`src/rtl/prim_skid_pkg.sv`:
```
// Shared types for the valid/ready skid register stage.
package prim_skid_pkg;

   // Occupancy state. The encoding is exported directly as the entry count.
   typedef enum logic [1:0] {
      SkidEmpty = 2'd0,
      SkidBusy  = 2'd1,
      SkidFull  = 2'd2
   } skid_state_e;

   localparam int unsigned SkidDepthW = 2;

endpackage

```
`src/rtl/prim_skid_reg.sv`:
```
// Valid/ready register stage with a one-entry skid buffer. Both the forward
// (valid/data) and backward (ready) paths are registered, so no combinational
// path crosses the stage.
//
// state     | meaning
// ----------+-----------------------------------------------------------
// SkidEmpty | nothing held, valid_o low
// SkidBusy  | output register holds one entry
// SkidFull  | output and skid registers both hold entries, ready_o low
module prim_skid_reg
   import prim_skid_pkg::*;
#(
   parameter int unsigned           Width      = 32,
   parameter logic [Width-1:0]      ResetValue = '0
) (
   input  logic                  clk_i,
   input  logic                  rst_i,
   input  logic                  flush_i,
   input  logic                  valid_i,
   output logic                  ready_o,
   input  logic [Width-1:0]      data_i,
   output logic                  valid_o,
   input  logic                  ready_i,
   output logic [Width-1:0]      data_o,
   output logic [SkidDepthW-1:0] depth_o
);

   skid_state_e      state_q, state_d;
   logic             ready_q;
   logic [Width-1:0] out_q;
   logic [Width-1:0] skid_q;

   logic up_xfer;
   logic down_xfer;
   logic load_out_in;
   logic load_out_skid;
   logic load_skid;

   assign up_xfer   = valid_i && ready_q;
   assign down_xfer = valid_o && ready_i;

   // Next state and register load enables; flush overrides every handshake.
   always_comb begin
      state_d       = state_q;
      load_out_in   = 1'b0;
      load_out_skid = 1'b0;
      load_skid     = 1'b0;
      case (state_q)
         SkidEmpty: begin
            if (up_xfer) begin
               load_out_in = 1'b1;
               state_d     = SkidBusy;
            end
         end
         SkidBusy: begin
            if (up_xfer && down_xfer) begin
               load_out_in = 1'b1;
            end else if (up_xfer) begin
               load_skid = 1'b1;
               state_d   = SkidFull;
            end else if (down_xfer) begin
               state_d = SkidEmpty;
            end
         end
         SkidFull: begin
            // ready_o is low here, so any valid_i is simply not accepted.
            if (down_xfer) begin
               load_out_skid = 1'b1;
               state_d       = SkidBusy;
            end
         end
         default: state_d = SkidEmpty;
      endcase
      if (flush_i) begin
         state_d       = SkidEmpty;
         load_out_in   = 1'b0;
         load_out_skid = 1'b0;
         load_skid     = 1'b0;
      end
   end

   // State and registered ready; ready_o stays low for the reset cycle itself.
   always_ff @(posedge clk_i) begin
      if (rst_i) begin
         state_q <= SkidEmpty;
         ready_q <= 1'b0;
      end else begin
         state_q <= state_d;
         ready_q <= (state_d != SkidFull);
      end
   end

   // Output data register: fresh input when passing through, skid when draining.
   always_ff @(posedge clk_i) begin
      if (rst_i) begin
         out_q <= ResetValue;
      end else if (load_out_in) begin
         out_q <= data_i;
      end else if (load_out_skid) begin
         out_q <= skid_q;
      end
   end

   // Skid data register catches the word accepted while the output stalls.
   always_ff @(posedge clk_i) begin
      if (rst_i) begin
         skid_q <= ResetValue;
      end else if (load_skid) begin
         skid_q <= data_i;
      end
   end

   assign ready_o = ready_q;
   assign valid_o = (state_q != SkidEmpty);
   assign data_o  = out_q;
   assign depth_o = SkidDepthW'(state_q);

   // A stalled output must not change until it is taken, flushed or reset.
   hold_stable_a : assert property (@(posedge clk_i) disable iff (rst_i)
      (valid_o && !ready_i && !flush_i) |=> (valid_o && $stable(data_o)));

   // Never accept new data while both registers are occupied.
   no_accept_full_a : assert property (@(posedge clk_i) disable iff (rst_i)
      (state_q == SkidFull) |-> !ready_o);

   // Only the three legal occupancy encodings are ever reached.
   legal_state_a : assert property (@(posedge clk_i)
      (state_q != 2'd3));

endmodule

```
`config.mk`:
```
export PLATFORM = sky130hd
export DESIGN_NAME = prim_skid_reg
export DESIGN_NICKNAME = d
export VERILOG_FILES = /design/src/rtl/prim_skid_pkg.sv /design/src/rtl/prim_skid_reg.sv
export SDC_FILE = /design/constraint.sdc
export NUM_CORES = 1
export LEC_CHECK = 0
export CAP_MARGIN = 40
export CELL_PAD_IN_SITES_DETAIL_PLACEMENT = 0
export CELL_PAD_IN_SITES_GLOBAL_PLACEMENT = 2
export CORE_MARGIN = 2
export CORE_UTILIZATION = 25
export CTS_BUF_LIST = sky130_fd_sc_hd__clkbuf_8
export CTS_CLUSTER_DIAMETER = 200
export DETAILED_ROUTE_END_ITERATION = 12
export PLACE_DENSITY = 0.81
export SLEW_MARGIN = 0
export SYNTH_ARGS = -nofsm -noshare
export SYNTH_HDL_FRONTEND = slang
export SYNTH_SLANG_ARGS = --single-unit
```
`constraint.sdc`:
```
create_clock -name clk_i -period 3.5 [get_ports clk_i]
set_input_delay 0.525 -clock clk_i [delete_from_list [all_inputs] [get_ports clk_i]]
set_output_delay 0.525 -clock clk_i [all_outputs]
set_load 0.01 [all_outputs]
```
==> results of run 1 <==
final cells by class:
| cell class | instances | area [sq um] |
|---|---|---|
| fill | 1209 | 7350 |
| multi-input combinational | 241 | 1370 |
| sequential | 67 | 1340 |
| timing repair buffer | 79 | 788 |
| tap | 143 | 179 |
| clock buffer | 11 | 151 |
| clock inverter | 5 | 83.8 |
power breakdown:
group / total, W / internal, W / switching [W]
clock: 0.000757 / 0.000443 / 0.000314
sequential: 0.000797 / 0.000784 / 0.0000132
combinational: 0.000182 / 0.000102 / 0.0000797
state kept, by name, summed over array words and instances (netlist names):
name	count
data_o	32
ready_o	1
skid_q	32
depth_o	2
metal layers:
layer,vias to the layer above,part of all wire,GRT usage
met5,-,0,0
met4,0,0.023,0.0583
met3,11,0.041,0.0323
met2,58,0.45,0.189
met1,1174,0.48,0.165
li1,1261,-,-
cells in the final DEF (no fill, tap or decap), drive strengths merged, types with 8 or more instances in the layout:
cell	instances
nor2	33
a21oi	33
buf	8
nand2	129
a311oi	32
clkbuf	11
dfxtp	67
clkdlybuf4s50	71
worst max-delay path, delay by kind of cell:
kind | cells | cell delay [ns]
buf+inv | 2 | 0.93
simple gates | 3 | 0.97
compound gates | 1 | 0.06
metrics by stage:
| stage | total power [W] | instance area (sq um) | std cells | util |
|---|---|---|---|---|
| floorplan | 0.000894 | 2860 | 337 | - |
| global placement | 0.000993 | 3650 | 529 | 0.324 |
| detailed placement | 0.000998 | 3680 | 530 | 0.327 |
| CTS | 0.00176 | 3920 | 546 | 0.348 |
| global route | 0.00181 | 3920 | 546 | 0.348 |
| finish | 0.00174 | 3920 | 546 | 0.348 |
how the worst max path moves through the flow:
stage | start | endpoint | slack [ns] | depth (start not counted)
finish | ready_i | data_o[4] | 1.21 | 6
global route | ready_i | skid_q[21] | 1.05 | 6
CTS | ready_i | skid_q[23] | 1.23 | 6
detailed placement | ready_i | skid_q[14] | 0.85 | 6
global placement | ready_i | skid_q[3] | 0.91 | 6
floorplan | ready_i | data_o[14] | 1.83 | 6
cell families after synthesis:
logic type / synth area share
and+or+nand+nor: 0.242
DFF: 0.469
AOI/OAI and AO/OA: 0.229
buffers and inverters: 0.0533
muxes: 0.00700
==> run_results.csv, run 1 <==
group,metric,value,unit
place,hpwl,4.85,mm
die,row_count,39,
timing,holdWs,0.457,ns
logic_synthesis,yosysSeqAreaShare,0.469,
cells_and_area,areaGrowthSynthToFinish,36.9,%
cts,cts_resized,0,
run_status,status,"complete, no violations",
detailed_routing,via_per_inst,4.59,
detailed_routing,drc,0,
logic_synthesis,synth_common_cells,"nand2_1 (129), dfxtp_1 (67), a21oi_1 (33), nor2_1 (33), a311oi_2 (32)",
flow_run,max-cap-violations,0,
cts,clkTransAtPathRegs,0.07,ns
logic_synthesis,synth_seq_cells,67,
pwr,p_per_area,443,mW/mm^2
detailed_routing,ant_nets,0,
timing,hold_viol_final,0,
logic_synthesis,ys_types,19,
setup_path,crit_path_end_kind,"flop",
pwr,static-leakage-power,1.26,nW
setup_path,ff2ff_setup_slack,1.52,ns
die,die_w,111,um
place,gp_congestion,0.703,
cts,cts_hold_buf,0,
detailed_routing,avgRoutedWirePerCell,13.7,um
setup_path,crit_slowest_cell,"or4_2",
setup_path,reg2reg_depth,5,
global_route,grt_max_degree,51,
cts,insertion_delay,0.34,ns
logic_synthesis,yosys_warnings,0,
cells_and_area,antenna_cells,0,
timing,period_share,0.655,
place,pre_cts_ws,0.852,ns
timing,max_freq,436,MHz
timing,slew_headroom,0.485,
setup_path,cpPeakStageDelay,0.65,ns
detailed_routing,drtPass1Iterations,4,
detailed_routing,num_vias,2504,
timing,setup-violations-final,0,
setup_path,crit_type,"primary input to flop",
logic_synthesis,synth_nets,374,
logic_synthesis,synth_top_cell_area_share,0.469,
timing,worst_slack,1.21,ns
die,fp.dieH,111,um
hold_path,min_to,"skid_q[5]",
cts,cts.sinks,67,
detailed_routing,wirelength,7.50,mm
place,portBuffers,72,
timing,fin_crit,2.29,ns
cts,h-tree-depth,3,
logic_synthesis,syn_area_per_cell,8.49,sq um
setup_path,worstSetupStartpointType,"primary input",
logic_synthesis,synth_area_leaders,"dfxtp_1 (47%), nand2_1 (17%), a311oi_2 (17%)",
logic_synthesis,synthFlopType,"dfxtp_1",
cts,clk_path_buf_depth,2,
global_route,grt_overflow_total,0,
die,start_util,0.254,
cts,numCtsBuffers,9,
setup_path,worstPathRequired,3.68,ns
global_route,first_global_vias,2390,
logic_synthesis,postSynthCellCount,337,
global_route,grt_util_all_layers,0.124,
timing,skew,0.0163,ns
cts,post_cts_buffers,0,
die,num_io_pins,73,
setup_path,worstReg2RegStart,"depth_o[0]",
timing,drv_slew,0,
detailed_routing,drt_iter0_markers,76,
logic_synthesis,synth_edf_count,0,
cells_and_area,drive_gt1_frac,0.149,
die,die_area,0.0123,sq mm
pwr,max-vdd-ir-drop,0.154,mV
cells_and_area,finalNetCount,435,
cts,ctsRootBufferMaster,"clkbuf_8",
setup_path,crit_chain,"clkdlybuf4s50_1 -> nor2b_1 -> or4_2 -> buf_4 -> nor2_1 -> a311oi_2",
logic_synthesis,async_flop_share,0,
timing,finalSetupTns,0,ns
timing,tightestPinTransition,0.773,ns
setup_path,r2r_end,"skid_q[30]",
cts,cts_tree,"yes",
hold_path,hp-start,"skid_q[5]",
setup_path,path_max_fanout,34,
logic_synthesis,synth_most_common_cell,"nand2_1",
timing,rsz0062_at_grt,"false",
global_route,antenna_found_initial,0,
hold_path,whs_path_depth,2,
logic_synthesis,syn-cell-area,0.00286,sq mm
hold_path,hold_path.class,"flop to flop",
setup_path,cp.arrival,2.48,ns
logic_synthesis,yosysTopAreaCell,"dfxtp_1",
die,core_area,0.0113,sq mm
global_route,grt_pass1_wl,12.4,mm
(Power assumes the default switching activity.)
==> inputs of run 2 (changes only) <==
clock period = 2.4 ns   (was 3.5 ns; I/O delays follow)
==> run_results.csv, run 2 (same netlist as run 1, synthesis figures left out) <==
group,metric,value,unit
pwr,max-vdd-ir-drop,0.207,mV
place,placed_area,0.00374,sq mm
setup_path,crit_type,"primary input to flop",
cts,h-tree-depth,3,
die,start_util,0.254,
cells_and_area,final_util,0.349,
setup_path,worstSetupStartpointType,"primary input",
cells_and_area,antenna_cells,0,
cts,clkTransAtPathRegs,0.08,ns
cells_and_area,final_cell_area,0.00393,sq mm
cells_and_area,drive_gt1_frac,0.161,
run_status,status,"complete, no violations",
global_route,grt_pass1_wl,12.3,mm
global_route,antenna_found_initial,0,
setup_path,cp.arrival,2.11,ns
setup_path,crit_slowest_cell,"or4_2",
detailed_routing,drc,0,
global_route,grt_overflow_total,0,
cts,cts_resized,0,
global_route,first_global_vias,2427,
place,portBuffers,72,
cts,cts_hold_buf,0,
timing,max_freq,521,MHz
timing,skew,0.00817,ns
cells_and_area,multi_input_area,0.00137,sq mm
die,die_area,0.0123,sq mm
hold_path,whs_path_depth,2,
cells_and_area,areaGrowthSynthToFinish,37.5,%
detailed_routing,wirelength,7.50,mm
die,row_count,39,
setup_path,reg2reg_depth,5,
cells_and_area,layout_common_cells,"nand2_1 (129), clkdlybuf4s50_1 (71), dfxtp_1 (67)",
die,num_io_pins,73,
pwr,static-leakage-power,1.29,nW
flow_run,max-cap-violations,0,
timing,hold_viol_final,0,
place,gp_congestion,0.731,
timing,finalSetupTns,0,ns
cts,ctsRootBufferMaster,"clkbuf_8",
detailed_routing,num_vias,2503,
pwr,p_per_area,601,mW/mm^2
detailed_routing,drtPass1Iterations,4,
detailed_routing,ant_nets,0,
cells_and_area,finalNetCount,442,
setup_path,path_max_fanout,30,
cells_and_area,fillers,1190,
die,fp.dieH,111,um
timing,rsz0062_at_grt,"false",
timing,drv_slew,0,
timing,fin_crit,1.92,ns
setup_path,worstPathRequired,2.59,ns
setup_path,cpPeakStageDelay,0.68,ns
timing,holdWs,0.456,ns
setup_path,crit_path_end_kind,"flop",
cts,cts_tree,"yes",
detailed_routing,via_per_inst,4.53,
cts,cts.sinks,67,
global_route,grt_max_degree,68,
cells_and_area,final-seq-area,0.00134,sq mm
global_route,grt_util_all_layers,0.124,
timing,slew_headroom,0.751,
hold_path,hold_path.class,"flop to flop",
cts,clk_path_buf_depth,2,
cells_and_area,final_common_cell,"nand2_1",
cts,numCtsBuffers,9,
cts,post_cts_buffers,0,
timing,setup-violations-final,0,
pwr,total_power,0.00236,W
cts,insertion_delay,0.34,ns
timing,period_share,0.800,
detailed_routing,avgRoutedWirePerCell,13.6,um
timing,tightestPinTransition,0.373,ns
die,die_w,111,um
setup_path,crit_chain,"clkdlybuf4s50_1 -> nor2b_1 -> or4_2 -> buf_4 -> nor2_1 -> a311oi_2",
die,core_area,0.0113,sq mm
detailed_routing,drt_iter0_markers,108,
place,hpwl,4.86,mm
-- run 2: cell types whose count changed in the layout (fill, tap and decap cells not counted), sizes merged --
| cell | delta |
|---|---|
| bufinv | -1 |
| clkinvlp | -1 |
| clkbuf | -1 |
| buf | +7 |
| clkinv | +3 |
-- run 2: worst paths after layout --
kind	startpoint	endpoint	slack (ns)
setup / recovery	ready_i	data_o[15]	0.48
hold / removal	skid_q[8]	skid_q[8]	0.46
setup reg to reg	depth_o[0]	data_o[15]	0.50
hold reg to reg	skid_q[8]	skid_q[8]	0.46
-- run 2: final cells by class --
class                           count  area share
Clock inverter                      6      0.0143
Tap cell                          143      0.0455
Timing Repair Buffer               86       0.215
Multi-Input combinational cell    241       0.349
Sequential cell                    67       0.341
Clock buffer                       10      0.0350
-- run 2: stage by stage --
stage,worst slack (ns),cells
finish,0.480,553
global route,0.402,553
CTS,0.482,553
detailed placement,0.128,537
global placement,0.152,537
floorplan,0.776,337
-- run 2: worst max-delay path, delay by kind of cell --
family | cells | cell delay (ns)
compound gates | 1 | 0.06
buf+inv | 2 | 0.78
simple gates | 3 | 0.90
-- run 2: power by group --
group	internal (W)	switching, W
Sequential	0.00114	0.0000187
Clock	0.000499	0.000435
Combinational	0.000152	0.000116
-- run 2: per-layer routing --
| layer | part of all wire | vias to the layer above | GRT usage |
|---|---|---|---|
| met3 | 0.043 | 11 | 0.0334 |
| met5 | 0 | - | 0 |
| met1 | 0.47 | 1160 | 0.163 |
| met4 | 0.019 | 0 | 0.0517 |
| met2 | 0.47 | 62 | 0.193 |
| li1 | - | 1270 | - |
==> variant 1 (settings of run 2) <==
`SkidDepthW`: 2 -> 4.
--- a/src/rtl/prim_skid_pkg.sv
+++ b/src/rtl/prim_skid_pkg.sv
@@ -8,7 +8,7 @@
       SkidFull  = 2'd2
    } skid_state_e;
 
-   localparam int unsigned SkidDepthW = 2;
+   localparam int unsigned SkidDepthW = 4;
 
 endpackage
 
Ports: changed (resized depth_o); port bits go from 73 to 75. The function was not compared with the original's and may differ.
==> variant 1 against run 2 <==
- sequential cell count unchanged
- total power increased by 9.9%
- critical endpoint is now data_o[10]
- synthesized cell count up 0.89%
- synthesized area up 0.66%
- setup slack gained 0.027 ns
- final area is 1.5% higher
- clock skew is 0.0038 ns higher
- wire length increased by 2.8%
==> variant 1: results (changes against run 2) <==
sta:
  skew_ns: 0.0120  # +0.00381 ns
  final.min_clock_period_ns: 1.89  # -0.0269 ns
  hold_ws_ns: 0.440  # -0.0158 ns
detailed_routing:
  post_drt_wl_per_cell_um: 13.9  # +2.2%
  drtIter0Drc: 124  # +15%
  vias_per_cell: 4.60  # +1.7%
  wl_met1_um: 3490  # -0.82%
  wl_met3_um: 316  # -2.5%
synth:
  synth_flop_cell: "dfxtp_1"
  synth-seq-area-share_pct: 46.6  # -0.31 points
  ys_types: 21  # +2
  ys_top_cells_by_area: "dfxtp_1 47%, nand2_1 17%, a311oi_2 17%"
  ys_top_cells_by_count: "129 x nand2_1, 67 x dfxtp_1, 33 x a21oi_1, 33 x nor2_1, 32 x a311oi_2"
worst_setup_path:
  worst-path-max-fanout: 34  # +13%
  r2r_start: "state_q[0]"
  crit_arrival_ns: 2.08  # -0.03 ns
  reg2reg_slack_ns: 0.52  # +0.02 ns
  slowest_delay_ns: 0.63  # -0.05 ns
  endpoint: "data_o[10]"
hold_path:
  min_from: "rst_i"
  hold_path.class: "primary input to flop"
layout:
  n_fill_cell: 1183  # -0.59%
  fin_nets: 445  # +0.68%
  layout-drive-gt1-share_pct: 16.5  # +0.37 points
global_route:
  use_met3_pct: 2.61  # -0.72 points
  grt_max_degree: 36  # -47%
  grtUsageMet1_pct: 15.8  # -0.47 points
power_and_ir_drop:
  ir_worst_vdd_mv: 0.366  # +77%
  p_int_uw: 2010  # +12%
status:
  status: "complete, no violations"
place:
  hpwlAfterDp_um: 5100  # +4.9%
  place.gp.congestion: 0.702  # -4.0%
  place_ws_ns: 0.165  # +0.0369 ns
variant 1: cells by family after synthesis:
kind of cell           Yosys count  synth area share [%]
multiplexers                     2                 0.695
buffers and inverters           31                  5.82
other                            1                 0.130
flip-flops                      67                  46.6
AND/OR/NAND/NOR                173                  24.1
AO/OA/AOI/OAI                   66                  22.7
variant 1: cell type report:
| type | instances | area (um^2) | area share (%) |
|---|---|---|---|
| multi-input cells | 243 | 1380 | 34.6 |
| flip-flops and latches | 67 | 1340 | 33.6 |
| repair buffers | 87 | 841 | 21.1 |
| well taps | 143 | 179 | 4.48 |
| clock buffers | 10 | 138 | 3.45 |
| clock inverters | 6 | 113 | 2.82 |
variant 1: stage by stage:
stage / cells / instance area [um^2] / power, uW
3_5_place_dp: 540 / 3740 / 1460
3_3_place_gp: 540 / 3740 / 1460
6_report: 556 / 3990 / 2600
5_1_grt: 556 / 3990 / 2710
2_1_floorplan: 341 / 2880 / 1310
4_1_cts: 556 / 3990 / 2640
==> variant 2 (settings of run 2) <==
Made on the original files. Make the reset (`rst_i`) asynchronous in 3 clocked blocks.
--- a/src/rtl/prim_skid_reg.sv
+++ b/src/rtl/prim_skid_reg.sv
@@ -80,7 +80,7 @@
    end
 
    // State and registered ready; ready_o stays low for the reset cycle itself.
-   always_ff @(posedge clk_i) begin
+   always_ff @(posedge clk_i or posedge rst_i) begin
       if (rst_i) begin
          state_q <= SkidEmpty;
          ready_q <= 1'b0;
@@ -91,7 +91,7 @@
    end
 
    // Output data register: fresh input when passing through, skid when draining.
-   always_ff @(posedge clk_i) begin
+   always_ff @(posedge clk_i or posedge rst_i) begin
       if (rst_i) begin
          out_q <= ResetValue;
       end else if (load_out_in) begin
@@ -102,7 +102,7 @@
    end
 
    // Skid data register catches the word accepted while the output stalls.
-   always_ff @(posedge clk_i) begin
+   always_ff @(posedge clk_i or posedge rst_i) begin
       if (rst_i) begin
          skid_q <= ResetValue;
       end else if (load_skid) begin
Function: differs if rst_i is asserted again (counterexample within 4 cycles, from zero or initial values and one cycle with rst_i high); with rst_i held inactive, the same outputs for 10 cycles.
==> variant 2 against run 2 <==
- wire length shrank 22%
- core utilization fell by 0.55 points
- sequential cell count unchanged
- synthesized area increased by 0.26%
- clock skew is 0.00076 ns higher
- final area fell by 1.1%
- non-clock buffer count down 10
- setup slack got worse by 0.035 ns
Power is not compared: it rests on default switching activity, and its combinational part moved more than twofold at a synthesized area within 25%.
==> variant 2: results (changes against run 2) <==
place:
  place_ws_ns: 0.151  # +0.0235 ns
  dpl_cell_area_mm2: 0.00371  # -0.87%
  hpwlAfterDp_um: 3750  # -23%
  io_buffers: 72  # unchanged
  place.gp.congestion: 0.694  # -5.0%
clock_tree:
  htree_num_levels: 3  # unchanged
  clock_latency_ns: 0.33
  clkTransAtPathRegs_ns: 0.07
  post_cts_buffers: 0  # unchanged
  clockBufferDepth: 2  # unchanged
  clockRootBuffer: "clkbuf_8"
global_route:
  grt_pass1_vias: 1895  # -22%
  grt_pass1_wl_um: 9560  # -22%
  grt_use_met2_pct: 15.1  # -4.1 points
  grt_usage_pct: 9.83  # -2.6 points
  grtUsageMet1_pct: 12.5  # -3.8 points
  antenna_found_initial: 0  # unchanged
  use_met3_pct: 3.55  # +0.22 points
layout:
  layout-drive-gt1-share_pct: 18.0  # +1.9 points
  fin_nets: 334  # -24%
detailed_routing:
  drtIter0Drc: 80  # -26%
  ant_nets: 0  # unchanged
  vias_per_cell: 4.37  # -3.5%
  drt_first_pass_iters: 4  # unchanged
  routed_wl_um: 5860  # -22%
synth:
  synth_async_sr_flop_share_pct: 100  # +100 points
  ys_top_cells_by_count: "67 x dfrtp_1, 34 x mux2i_1, 33 x a21oi_1, 33 x nor2_1, 32 x mux2_2"
  synth-seq-area-share_pct: 58.4  # +12 points
  ys_top_cells_by_area: "dfrtp_1 58%, mux2_2 13%, mux2i_1 12%"
  yosys.cell_count.top_type: "dfrtp_1"
  synth_area_per_cell_um2: 12.8  # +51%
  syn_nets: 261  # -30%
  ys_types: 18  # -1
sta:
  skew_ns: 0.00892  # +0.000757 ns
  maxSlewHeadroom_pct: 56.2  # -19 points
power_and_ir_drop:
  power.leakage_uw: 0.00157
status:
  status: "complete, no violations"
worst_setup_path:
  worst-path-max-fanout: 8  # -73%
  worst-r2r-cell-count: 4  # -1
hold_path:
  hold_path.class: "primary input to asynchronous set/reset pin"
==> variant 2: per-stage QoR <==
step	total power, uW	util, %	std cells
after floorplan	1920	-	224
after global placement	2250	32.7	429
after detailed placement	2280	32.7	429
after CTS	3200	34.4	443
after global routing	3340	34.4	443
final	3140	34.4	443
==> variant 2: area by class of cell <==
class	count	area [um^2]
multi-input cells	141	1070
inverters	2	7.51
flip-flops and latches	67	1680
clock buffers	10	138
fillers	1141	7430
clock inverters	4	43.8
well taps	143	179
repair buffers	76	776
==> variant 2: power by group <==
part | internal (uW) | switching (uW) | total, uW
sequential | 1400 | 140 | 1540
clock | 490 | 398 | 888
combinational | 447 | 258 | 706
==> variant 2: kinds of logic after synthesis <==
logic type	synth area share, %
DFF	58.4
AOI/OAI and AO/OA	6.06
buffers and inverters	4.32
muxes	24.4
and+or+nand+nor	6.76
==> variant 2: worst paths after layout <==
path                                 start          to  slack [ns]
worst max-delay path            depth_o[1]     valid_o        0.45
worst min-delay path                 rst_i  depth_o[0]        0.42
worst max register to register  depth_o[0]   data_o[8]        0.59
worst min register to register  skid_q[16]  skid_q[16]        0.51
max in group asynchronous            rst_i  skid_q[31]        1.66
min in group clk_i              skid_q[16]  skid_q[16]        0.51
==> variant 2: metal layers <==
| metal | wire length, um | up-vias | part of all wire (%) |
|---|---|---|---|
| li1 | - | 926 | - |
| met1 | 2650 | 955 | 45 |
| met2 | 2810 | 46 | 48 |
| met3 | 327 | 7 | 5.6 |
| met4 | 76 | 0 | 1.3 |
| met5 | 0 | - | 0 |
==> variant 2: critical path, stage by stage, from the launching register on <==
cell and delay (ns):
dfrtp_1 0.45, or2_2 0.32, clkdlybuf4s50_1 0.49
